### config.mk
export PLATFORM = sky130hd
export DESIGN_NAME = bounce_sprite_gen
export DESIGN_NICKNAME = d
export VERILOG_FILES = /design/src/rtl/vga_pkg.sv /design/src/rtl/sprite_axis_step.sv /design/src/rtl/bounce_sprite_gen.sv
export SDC_FILE = /design/constraint.sdc
export NUM_CORES = 1
export LEC_CHECK = 0
export CORE_ASPECT_RATIO = 0.75
export CORE_MARGIN = 2
export CORE_UTILIZATION = 50
export CTS_CLUSTER_SIZE = 10
export DETAILED_ROUTE_END_ITERATION = 8
export PLACE_DENSITY_LB_ADDON = 0.25
export SYNTH_ARGS = -nofsm -noshare
export SYNTH_HDL_FRONTEND = slang
export SYNTH_HIERARCHICAL = 1
export SYNTH_SLANG_ARGS = --single-unit
### constraint.sdc
create_clock -name vgaclk -period 3.2 [get_ports vgaclk]
set_clock_uncertainty 0.05 [all_clocks]
set_input_delay 0.64 -clock vgaclk [delete_from_list [all_inputs] [get_ports vgaclk]]
set_output_delay 0.64 -clock vgaclk [all_outputs]
set_load 0.02 [all_outputs]
### src/rtl/vga_pkg.sv
// Shared VGA constants, colour type and sprite FSM states.
// Timing constants match the 640x480 @ 60 Hz timing stage.
package vga_pkg;

    localparam int HPIXELS = 640;
    localparam int HFP     = 16;
    localparam int HPULSE  = 96;
    localparam int HBP     = 48;
    localparam int VPIXELS = 480;
    localparam int VFP     = 10;
    localparam int VPULSE  = 2;
    localparam int VBP     = 33;

    typedef logic [7:0] rgb332_t;

    typedef enum logic [1:0] {
        S_DISPLAY,
        S_UPDATE_X,
        S_UPDATE_Y
    } state_t;

    // -8 has no positive counterpart in 4 bits, so it is folded to -7.
    function automatic logic [3:0] clamp_vel(input logic [3:0] d);
        return (d == 4'b1000) ? 4'b1001 : d;
    endfunction

endpackage

### src/rtl/sprite_axis_step.sv
// Combinational one-axis position step with bounce at 0 and LIMIT.
// Arithmetic is done at 11-bit signed width so underflow is visible.
module sprite_axis_step #(
    parameter int LIMIT = 608
) (
    input  logic        [9:0] i_pos,
    input  logic signed [3:0] i_d,
    output logic        [9:0] o_pos,
    output logic signed [3:0] o_d
);

    localparam logic signed [10:0] LIM = 11'(LIMIT);

    logic signed [10:0] w_n;

    assign w_n = $signed({1'b0, i_pos}) + $signed({{7{i_d[3]}}, i_d});

    always_comb begin
        o_pos = w_n[9:0];
        o_d   = i_d;
        if (w_n < 0) begin
            o_pos = 10'd0;
            o_d   = -i_d;
        end else if (w_n > LIM) begin
            o_pos = LIM[9:0];
            o_d   = -i_d;
        end
    end

endmodule

### src/rtl/bounce_sprite_gen.sv
// Bouncing solid sprite over a flat background, RGB332 output.
// Position updates once per frame during vertical blanking.
module bounce_sprite_gen
    import vga_pkg::*;
#(
    parameter int      SPRITE_W     = 32,
    parameter int      SPRITE_H     = 32,
    parameter int      INIT_X       = 100,
    parameter int      INIT_Y       = 80,
    parameter int      STEP         = 2,
    parameter rgb332_t BG_COLOR     = 8'h03,
    parameter rgb332_t SPRITE_COLOR = 8'hE0
) (
    input  logic       vgaclk,
    input  logic       rst,
    input  logic [9:0] hc,
    input  logic [9:0] vc,
    input  logic       run,
    input  logic       cmd_valid,
    output logic       cmd_ready,
    input  logic [3:0] cmd_dx,
    input  logic [3:0] cmd_dy,
    input  logic [7:0] cmd_color,
    output logic       frame_tick,
    output logic [9:0] sprite_x,
    output logic [9:0] sprite_y,
    output logic [2:0] out_red,
    output logic [2:0] out_green,
    output logic [1:0] out_blue
);

    state_t             r_state;
    logic        [9:0]  r_x;
    logic        [9:0]  r_y;
    logic signed [3:0]  r_dx;
    logic signed [3:0]  r_dy;
    rgb332_t            r_color;
    logic               r_pend;
    logic signed [3:0]  r_pdx;
    logic signed [3:0]  r_pdy;
    rgb332_t            r_pcol;
    logic               r_tick;

    logic signed [3:0]  w_dx_use;
    logic        [9:0]  w_x_nxt;
    logic        [9:0]  w_y_nxt;
    logic signed [3:0]  w_dx_nxt;
    logic signed [3:0]  w_dy_nxt;
    logic               w_boundary;
    logic        [10:0] w_hc_ext;
    logic        [10:0] w_vc_ext;
    logic        [10:0] w_x_ext;
    logic        [10:0] w_y_ext;
    logic               w_in_sprite;
    rgb332_t            w_pix;

    // X steps with the freshly loaded dx when a command is consumed this frame.
    assign w_dx_use = r_pend ? r_pdx : r_dx;

    sprite_axis_step #(
        .LIMIT(HPIXELS - SPRITE_W)
    ) u_step_x (
        .i_pos(r_x),
        .i_d  (w_dx_use),
        .o_pos(w_x_nxt),
        .o_d  (w_dx_nxt)
    );

    sprite_axis_step #(
        .LIMIT(VPIXELS - SPRITE_H)
    ) u_step_y (
        .i_pos(r_y),
        .i_d  (r_dy),
        .o_pos(w_y_nxt),
        .o_d  (w_dy_nxt)
    );

    assign w_boundary = (hc == 10'd0) && (vc == 10'(VPIXELS));
    assign cmd_ready  = !r_pend && (r_state == S_DISPLAY) && !rst;

    always_ff @(posedge vgaclk) begin
        if (rst) begin
            r_state <= S_DISPLAY;
            r_x     <= 10'(INIT_X);
            r_y     <= 10'(INIT_Y);
            r_dx    <= 4'(STEP);
            r_dy    <= 4'(STEP);
            r_color <= SPRITE_COLOR;
            r_pend  <= 1'b0;
            r_pdx   <= 4'sd0;
            r_pdy   <= 4'sd0;
            r_pcol  <= 8'h00;
            r_tick  <= 1'b0;
        end else begin
            if (cmd_valid && cmd_ready) begin
                r_pend <= 1'b1;
                r_pdx  <= clamp_vel(cmd_dx);
                r_pdy  <= clamp_vel(cmd_dy);
                r_pcol <= cmd_color;
            end
            case (r_state)
                S_DISPLAY: begin
                    r_tick <= 1'b0;
                    if (w_boundary) begin
                        r_state <= S_UPDATE_X;
                        r_tick  <= 1'b1;
                    end
                end
                S_UPDATE_X: begin
                    r_tick  <= 1'b0;
                    r_state <= S_UPDATE_Y;
                    if (r_pend) begin
                        r_dx    <= r_pdx;
                        r_dy    <= r_pdy;
                        r_color <= r_pcol;
                        r_pend  <= 1'b0;
                    end
                    if (run) begin
                        r_x  <= w_x_nxt;
                        r_dx <= w_dx_nxt;
                    end
                end
                S_UPDATE_Y: begin
                    r_tick  <= 1'b0;
                    r_state <= S_DISPLAY;
                    if (run) begin
                        r_y  <= w_y_nxt;
                        r_dy <= w_dy_nxt;
                    end
                end
                default: begin
                    r_tick  <= 1'b0;
                    r_state <= S_DISPLAY;
                end
            endcase
        end
    end

    assign w_hc_ext    = {1'b0, hc};
    assign w_vc_ext    = {1'b0, vc};
    assign w_x_ext     = {1'b0, r_x};
    assign w_y_ext     = {1'b0, r_y};
    assign w_in_sprite = (w_hc_ext >= w_x_ext) && (w_hc_ext < w_x_ext + 11'(SPRITE_W))
                      && (w_vc_ext >= w_y_ext) && (w_vc_ext < w_y_ext + 11'(SPRITE_H));
    assign w_pix       = w_in_sprite ? r_color : BG_COLOR;

    assign out_red    = w_pix[7:5];
    assign out_green  = w_pix[4:2];
    assign out_blue   = w_pix[1:0];
    assign frame_tick = r_tick;
    assign sprite_x   = r_x;
    assign sprite_y   = r_y;

endmodule

## Word level (Yosys, flattened, before mapping)

Index checks and enable logic that the tools add are counted.

- Flip-flop bits (word level): 56
- Bits of input ports: 40
- Output and inout port bits: 30
- Logic and storage cells: 74

- Add/sub/neg operators: 6
- $lt $le $gt $ge: 8
- Equality and inequality tests: 9
- Muxes and demuxes: 22
- Bitwise gates (word level): 1
- Reduce and logical (&&, ||, !) cells: 17

Operators with widths:

| kind | number |
|---|---|
| 10-bit two-way mux | 4 |
| 4-bit two-way mux | 10 |
| 10-bit by 6-bit adder with 11-bit output, second input constant | 2 |
| 11-bit by 4-bit adder with 11-bit output | 2 |
| 10-bit by 11-bit less-than comparator with 1-bit output | 2 |
| 11-bit by 1-bit less-than comparator with 1-bit output, second input constant | 2 |
| 10-bit >= comparator | 2 |
| 11-bit by 10-bit > comparator with 1-bit output, second input constant | 1 |
| 11-bit > comparator, second input constant | 1 |
| 10-bit by 9-bit equality test with 1-bit output, second input constant | 1 |
| 10-bit logical NOT | 1 |
| 4-bit equality test, second input constant | 2 |
| 8-bit two-way mux | 1 |
| 4-bit negation | 2 |
| 4-bit case mux with 2 select lines | 1 |
| 1-bit logical AND | 7 |
| 2-bit != test, second input constant | 3 |
| 2-bit AND reduction | 3 |
| 1-bit two-way mux | 4 |
| 2-bit case mux with 2 select lines | 1 |
| 4-bit AND reduction | 1 |
| 3-bit by 1-bit != test with 1-bit output, second input constant | 1 |
| 2-bit by 1-bit equality test with 1-bit output, second input constant | 1 |
| 2-bit equality test, second input constant | 1 |
| other kinds (6) | 7 |

## Logic depth before layout (Yosys ltp)

- Depth in word-level cells: 7
- Depth in mapped cells: 15
- Depth with buffers taken out: 14

## Modules after synthesis

The synthesis kept the hierarchy.

By module, submodules not included:

| module | instances | cells each | area each (µm²) | sequential area each (µm²) |
|---|---|---|---|---|
| bounce_sprite_gen | 1 | 389 | 3174.3 | 1121.1 |
| sprite_axis_step (u_step_x) | 1 | 97 | 765.7 | 0.0 |
| sprite_axis_step (u_step_y) | 1 | 104 | 732.0 | 0.0 |

## Least setup slack after synthesis

Ideal clock, no wire load.

- Path type: reg-to-reg
- From: register r_pend
- To: register r_dx[1]
- Setup time: 0.120 ns
- Arrival time: 3.290 ns
- Required time: 3.030 ns
- Path slack: -0.260 ns
- Cell stages (with the launch flop): 16
- Path buffers: 1
- Period minus slack after synthesis: 3.460 ns
- Cells stage by stage: dfxtp_1 > buf_2 > mux2_2 > ha_1 > inv_1 > fa_1 > nand2b_1 > a211o_1 > a21oi_2 > xnor2_2 > o311ai_4 > a21o_2 > mux2_4 > mux2i_1 > nor2_1 > a211o_1

- Cells in the longest elaborated chain, start to end: 6
- Elaborated cells on any way between the ends: 8
- Classes of those cells: 2 x add/sub; 2 x order compare; 4 x mux

RTL lines:

| what | line | text |
|---|---|---|
| start: declaration | bounce_sprite_gen.sv:38 | `logic r_pend;` |
| start signal: assignment | bounce_sprite_gen.sv:89 | `r_pend <= 1'b0;` |
| start signal: assignment | bounce_sprite_gen.sv:96 | `r_pend <= 1'b1;` |
| start signal: assignment | bounce_sprite_gen.sv:116 | `r_pend <= 1'b0;` |
| 4-bit two-way mux (*) | n/a |  |
| named net w_dx_use[0] | bounce_sprite_gen.sv:44 | `logic signed [3:0] w_dx_use;` |
| 11-bit by 4-bit adder with 11-bit output | sprite_axis_step.sv:16 | `assign w_n = $signed({1'b0, i_pos}) + $signed({{7{i_d[3]}}, i_d});` |
| 11-bit > comparator | sprite_axis_step.sv:24 | `end else if (w_n > LIM) begin` |
| 4-bit two-way mux | sprite_axis_step.sv:24 |  |
| 4-bit two-way mux (*) | sprite_axis_step.sv:21 | `if (w_n < 0) begin` |
| named net w_dx_nxt[1] | bounce_sprite_gen.sv:47 | `logic signed [3:0] w_dx_nxt;` |
| 4-bit two-way mux (*) | bounce_sprite_gen.sv:118 | `if (run) begin` |
| end signal: assignment | bounce_sprite_gen.sv:86 | `r_dx <= 4'(STEP);` |
| end signal: assignment | bounce_sprite_gen.sv:113 | `r_dx <= r_pdx;` |
| end signal: assignment | bounce_sprite_gen.sv:120 | `r_dx <= w_dx_nxt;` |
| end: declaration | bounce_sprite_gen.sv:35 | `logic signed [3:0] r_dx;` |

Mark *: on every way through the listed nets, which the timed path passes. The rest lies on a longest branch.
A chain may end at the register's enable or synchronous reset.

## Worst setup path in the final report

- From: register r_x[5], in the netlist sprite_x[5]
- To: output port out_blue[0]

- Cells in the longest elaborated chain, start to end: 6
- Elaborated cells on any way between the ends: 7
- Classes of those cells: 1 x add/sub; 2 x order compare; 1 x mux; 3 x reduce/logical

RTL lines:

| what | line | text |
|---|---|---|
| start: declaration | bounce_sprite_gen.sv:33 | `logic [9:0] r_x;` |
| start signal: assignment | bounce_sprite_gen.sv:84 | `r_x <= 10'(INIT_X);` |
| start signal: assignment | bounce_sprite_gen.sv:119 | `r_x <= w_x_nxt;` |
| 10-bit by 6-bit adder with 11-bit output | bounce_sprite_gen.sv:143 | `assign w_in_sprite = (w_hc_ext >= w_x_ext) && (w_hc_ext < w_x_ext + 11'(SPRITE_W))` |
| 10-bit by 11-bit less-than comparator with 1-bit output | bounce_sprite_gen.sv:143 |  |
| 1-bit logical AND (*) | bounce_sprite_gen.sv:143 |  |
| 1-bit logical AND (*) (2 in series) | bounce_sprite_gen.sv:144 | `&& (w_vc_ext >= w_y_ext) && (w_vc_ext < w_y_ext + 11'(SPRITE_H));` |
| 8-bit two-way mux (*) | bounce_sprite_gen.sv:145 | `assign w_pix = w_in_sprite ? r_color : BG_COLOR;` |
| end: declaration | bounce_sprite_gen.sv:29 | `output logic [1:0] out_blue` |

Mark *: on every way between the ends. The rest lies on a longest branch, timed or not.

==> impl_results.md <==
- Outcome: finished clean
- Reg2reg end: r_dx[1]
- Clock H-tree levels: 2
- Sequential cell area fraction in the yosys report: 24.0%
- Clock-pin slew reported for the worst setup and hold paths after clock tree synthesis: 80 ps
- Dominant synthesized flop cell: dfxtp_1
- Arrival time at the worst endpoint: 2510 ps
- Number of synthesized flops with an enable pin: 0
- Vert. Die Dim: 87.7 microns
- Fin crit share: 99.9%
- Relative contribution of the clock network to total power: 36.5%
- Kind of path behind the tightest hold check: reg -> reg
- Final Cell Area: 0.00671 sq mm
- Area share of the largest cell type after synthesis: 24.0%
- Min-Delay Path Depth: 2
- Placed cells: 840
- Synthesized Nets: 686
- Part of the power in registers: 45.4%
- Post-placement cell area: 0.00603 sq mm
- P_int: 1.14 mW
- Library cell used as clock root buffer: clkbuf_16
- Initial antenna violation count: 0
- Post-route DRC violation count: 0
- Detailed-routing iteration count for the pre-antenna-repair pass: 5
- Count of hold-fix buffers inserted at cts: 0
- Final setup vio count: 0
- Sum of internal, switching and leakage power: 1.57 mW
- GR Util All Layers: 27.0%
- Endpoint of the worst hold path: r_pcol[5]
- Ys async rst share: 0%
- Worst Max-Slew Pin Slew: 597 ps
- Biggest area contributors in the synthesized netlist: dfxtp_1, ha_1, a21oi_1
- Ratio of total power to cell area: 234 mW/mm^2
- CTS sink cnt: 56
- Slack of the worst reg-to-reg path: 20 ps
- Total clock buffers created by CTS: 5
- Core Area: 0.00908 sq mm
- Initial Utilization: 51.4%
- Vias per std cell: 5.74
- Post-route ant nets: 0
- Clock tree from TritonCTS: done
- Synthesized netlist cell count: 590
- Hold wc startpoint: r_pcol[5]
- Minimum clock period after layout: 3200 ps
- Count of port buffers added during placement: 69
- Critical Path RT: 2510 ps
- Setup WS post-layout: 2.76 ps
- Biggest fanout along the worst timing path: 3
- Worst flop-to-flop path startpoint: r_pend
- Number of cells in the finished layout apart from fillers: 856
- RSZ-0062 raised after global routing: true
- Combinational share of power: 18.1%
- Area of combinational cells with multiple inputs: 0.00382 sq mm
- Type of the worst setup path: reg -> out
- Number of maximum-capacitance violations: 0
- Synthesis-to-finish area growth: 43.5%
- Max Transition Viols Final: 0
- HPWL reported at the end of detailed placement: 10.4 mm
- Total die area: 0.0101 sq mm
- Net load switching power: 431 uW
- First-pass GRT wire length: 22.1 mm
- Share of final-layout standard cells stronger than drive strength 1: 27.5%
- Total overflow reported by the global router: 0
- Startpoint class of the critical path: flop
- Number of DRC markers after the initial detailed-route iteration: 288
- Max-slew headroom at the worst pin: 60.2%
- RePlAce Congestion: 0.940
- Hold_ws: 411 ps
- Std-Cell Rows: 30
- Maximum clock frequency: 313 MHz
- Final setup TNS: 0 ps
- Via Count: 4912
- Number of inserted diodes: 0
- Yosys Warn Count: 6
- Number of buffers on the longest clock path: 2
- Chip width: 116 microns
- Mean Syn Cell Area: 7.92 sq um
- Switching Share: 27.4%
- Final wirelength: 14.4 mm
- Via count of the first global-routing pass: 4637
- Leakage: 2.65 nW
- Fill cell instance count of the final layout: 692
- Top post-synthesis cells by count: nand2_1, a21oi_1, dfxtp_1
- Cells on worst reg2reg path: 12
- Leading area contributor after synthesis: dfxtp_1
- Area used by sequential logic in the layout: 0.00114 sq mm
- Combined area of all synthesized cells: 0.00467 sq mm
- Number of different library cells in the post-synthesis netlist: 76
- Layout Utilization: 73.8%
- Clock latency on the worst-skew pair: 300 ps
- Count of endpoints failing hold in the final timing report: 0
- Nets: 823
- Worst ir drop on vdd: 0.210 mV
- Routed length per placed instance: 16.8 microns
- Endpoint type of the worst setup path: output pin
- Top-Level Pins: 70
- Register bit count reported by yosys: 56
- Maximum number of pins on one net before global-route repair: 56
- Most common cell in the synthesized netlist: nand2_1
- Worst setup slack after placement: -586 ps
worst max path at each step:
stage / depth (start not counted) / start / end / slack [ps]
2_1_floorplan: 15 / r_pend / r_dx[1] / -70
3_3_place_gp: 9 / vc[3] / out_green[0] / -560
3_5_place_dp: 9 / vc[3] / out_red[1] / -590
4_1_cts: 10 / sprite_y[6] / out_blue[0] / -20
5_1_grt: 12 / r_pend / r_dx[3] / -130
6_report: 10 / sprite_x[5] / out_blue[0] / 3
area by class of cell:
cell class,count,area share [%]
sequential,56,17.0
multi-input combinational,472,56.9
clock inverter,2,0.205
inverter,40,2.24
timing repair buffer,152,19.4
clock buffer,6,1.92
tap,128,2.39
layout by cell type (no fill, tap or decap), types with 6 or more instances in the layout:
| cell type | count |
|---|---|
| o21ai_1 | 8 |
| clkdlybuf4s50_1 | 40 |
| nand3b_1 | 7 |
| ha_1 | 32 |
| inv_1 | 39 |
| a21oi_1 | 61 |
| xnor2_2 | 6 |
| nand3_1 | 15 |
| nor2_1 | 46 |
| mux2i_1 | 6 |
| a21oi_2 | 10 |
| dlygate4sd2_1 | 17 |
| a211oi_1 | 8 |
| xor2_1 | 7 |
| nor3_1 | 9 |
| ha_4 | 20 |
| and2_1 | 13 |
| buf_6 | 7 |
| a211o_1 | 13 |
| dfxtp_1 | 48 |
| buf_4 | 78 |
| nand2_1 | 85 |
| xnor2_1 | 8 |
| nand2b_1 | 10 |
| o211ai_1 | 7 |
state kept, by name (all words and copies together), names as in the netlist:
register    flops
sprite_x       10
sprite_y       10
r_color         8
r_pcol          8
r_dx            4
r_dy            4
r_pdx           4
r_pdy           4
r_state         2
frame_tick      1
r_pend          1
logic make-up after synthesis:
kind of cell               Yosys count  share of synthesized area, %
AOI/OAI and AO/OA                  151                          23.4
DFF                                 56                          24.0
buffers and inverters               62                          5.62
other                                1                        0.0803
adders and majority gates           56                          15.3
xor gates and xnor gates            22                          4.45
muxes                               11                          2.57
and+or+nand+nor                    231                          24.6
per-layer routing:
| layer | wire [microns] | track usage (%) | vias to the layer above | part of all wire, % |
|---|---|---|---|---|
| met4 | 194 | 5.95 | 0 | 1.3 |
| li1 | - | - | 2371 | - |
| met2 | 6660 | 43.1 | 162 | 46 |
| met3 | 918 | 5.33 | 19 | 6.4 |
| met5 | 0 | 0 | - | 0 |
| met1 | 6620 | 38.0 | 2360 | 46 |
power groups by stage:
| stage | sequential, mW | clock, mW | combinational [mW] |
|---|---|---|---|
| 6_report | 0.713 | 0.574 | 0.284 |
| 4_1_cts | 0.715 | 0.579 | 0.259 |
| 5_1_grt | 0.714 | 0.604 | 0.305 |
| 2_1_floorplan | 0.727 | 0 | 0.135 |
| 3_3_place_gp | 0.731 | 0 | 0.241 |
| 3_5_place_dp | 0.731 | 0 | 0.249 |
timing repair:
item                       4_1_cts  5_1_grt
pin swaps                       34       34
gates cloned                     0        0
setup endpoints to repair       11       14
gates resized for setup        103       52
buffers inserted                 2        8
worst max-delay path, cell delays in order, from the launching register on:
cell and delay (ps):
dfxtp_4 370, ha_4 140, nand3_2 100, xnor2_2 200, ha_4 240, a21oi_2 130
a22oi_2 80, nor2_4 130, o211ai_4 120, or4_4 550, buf_6 150
No activity file was read; power rests on OpenSTA's default activity.
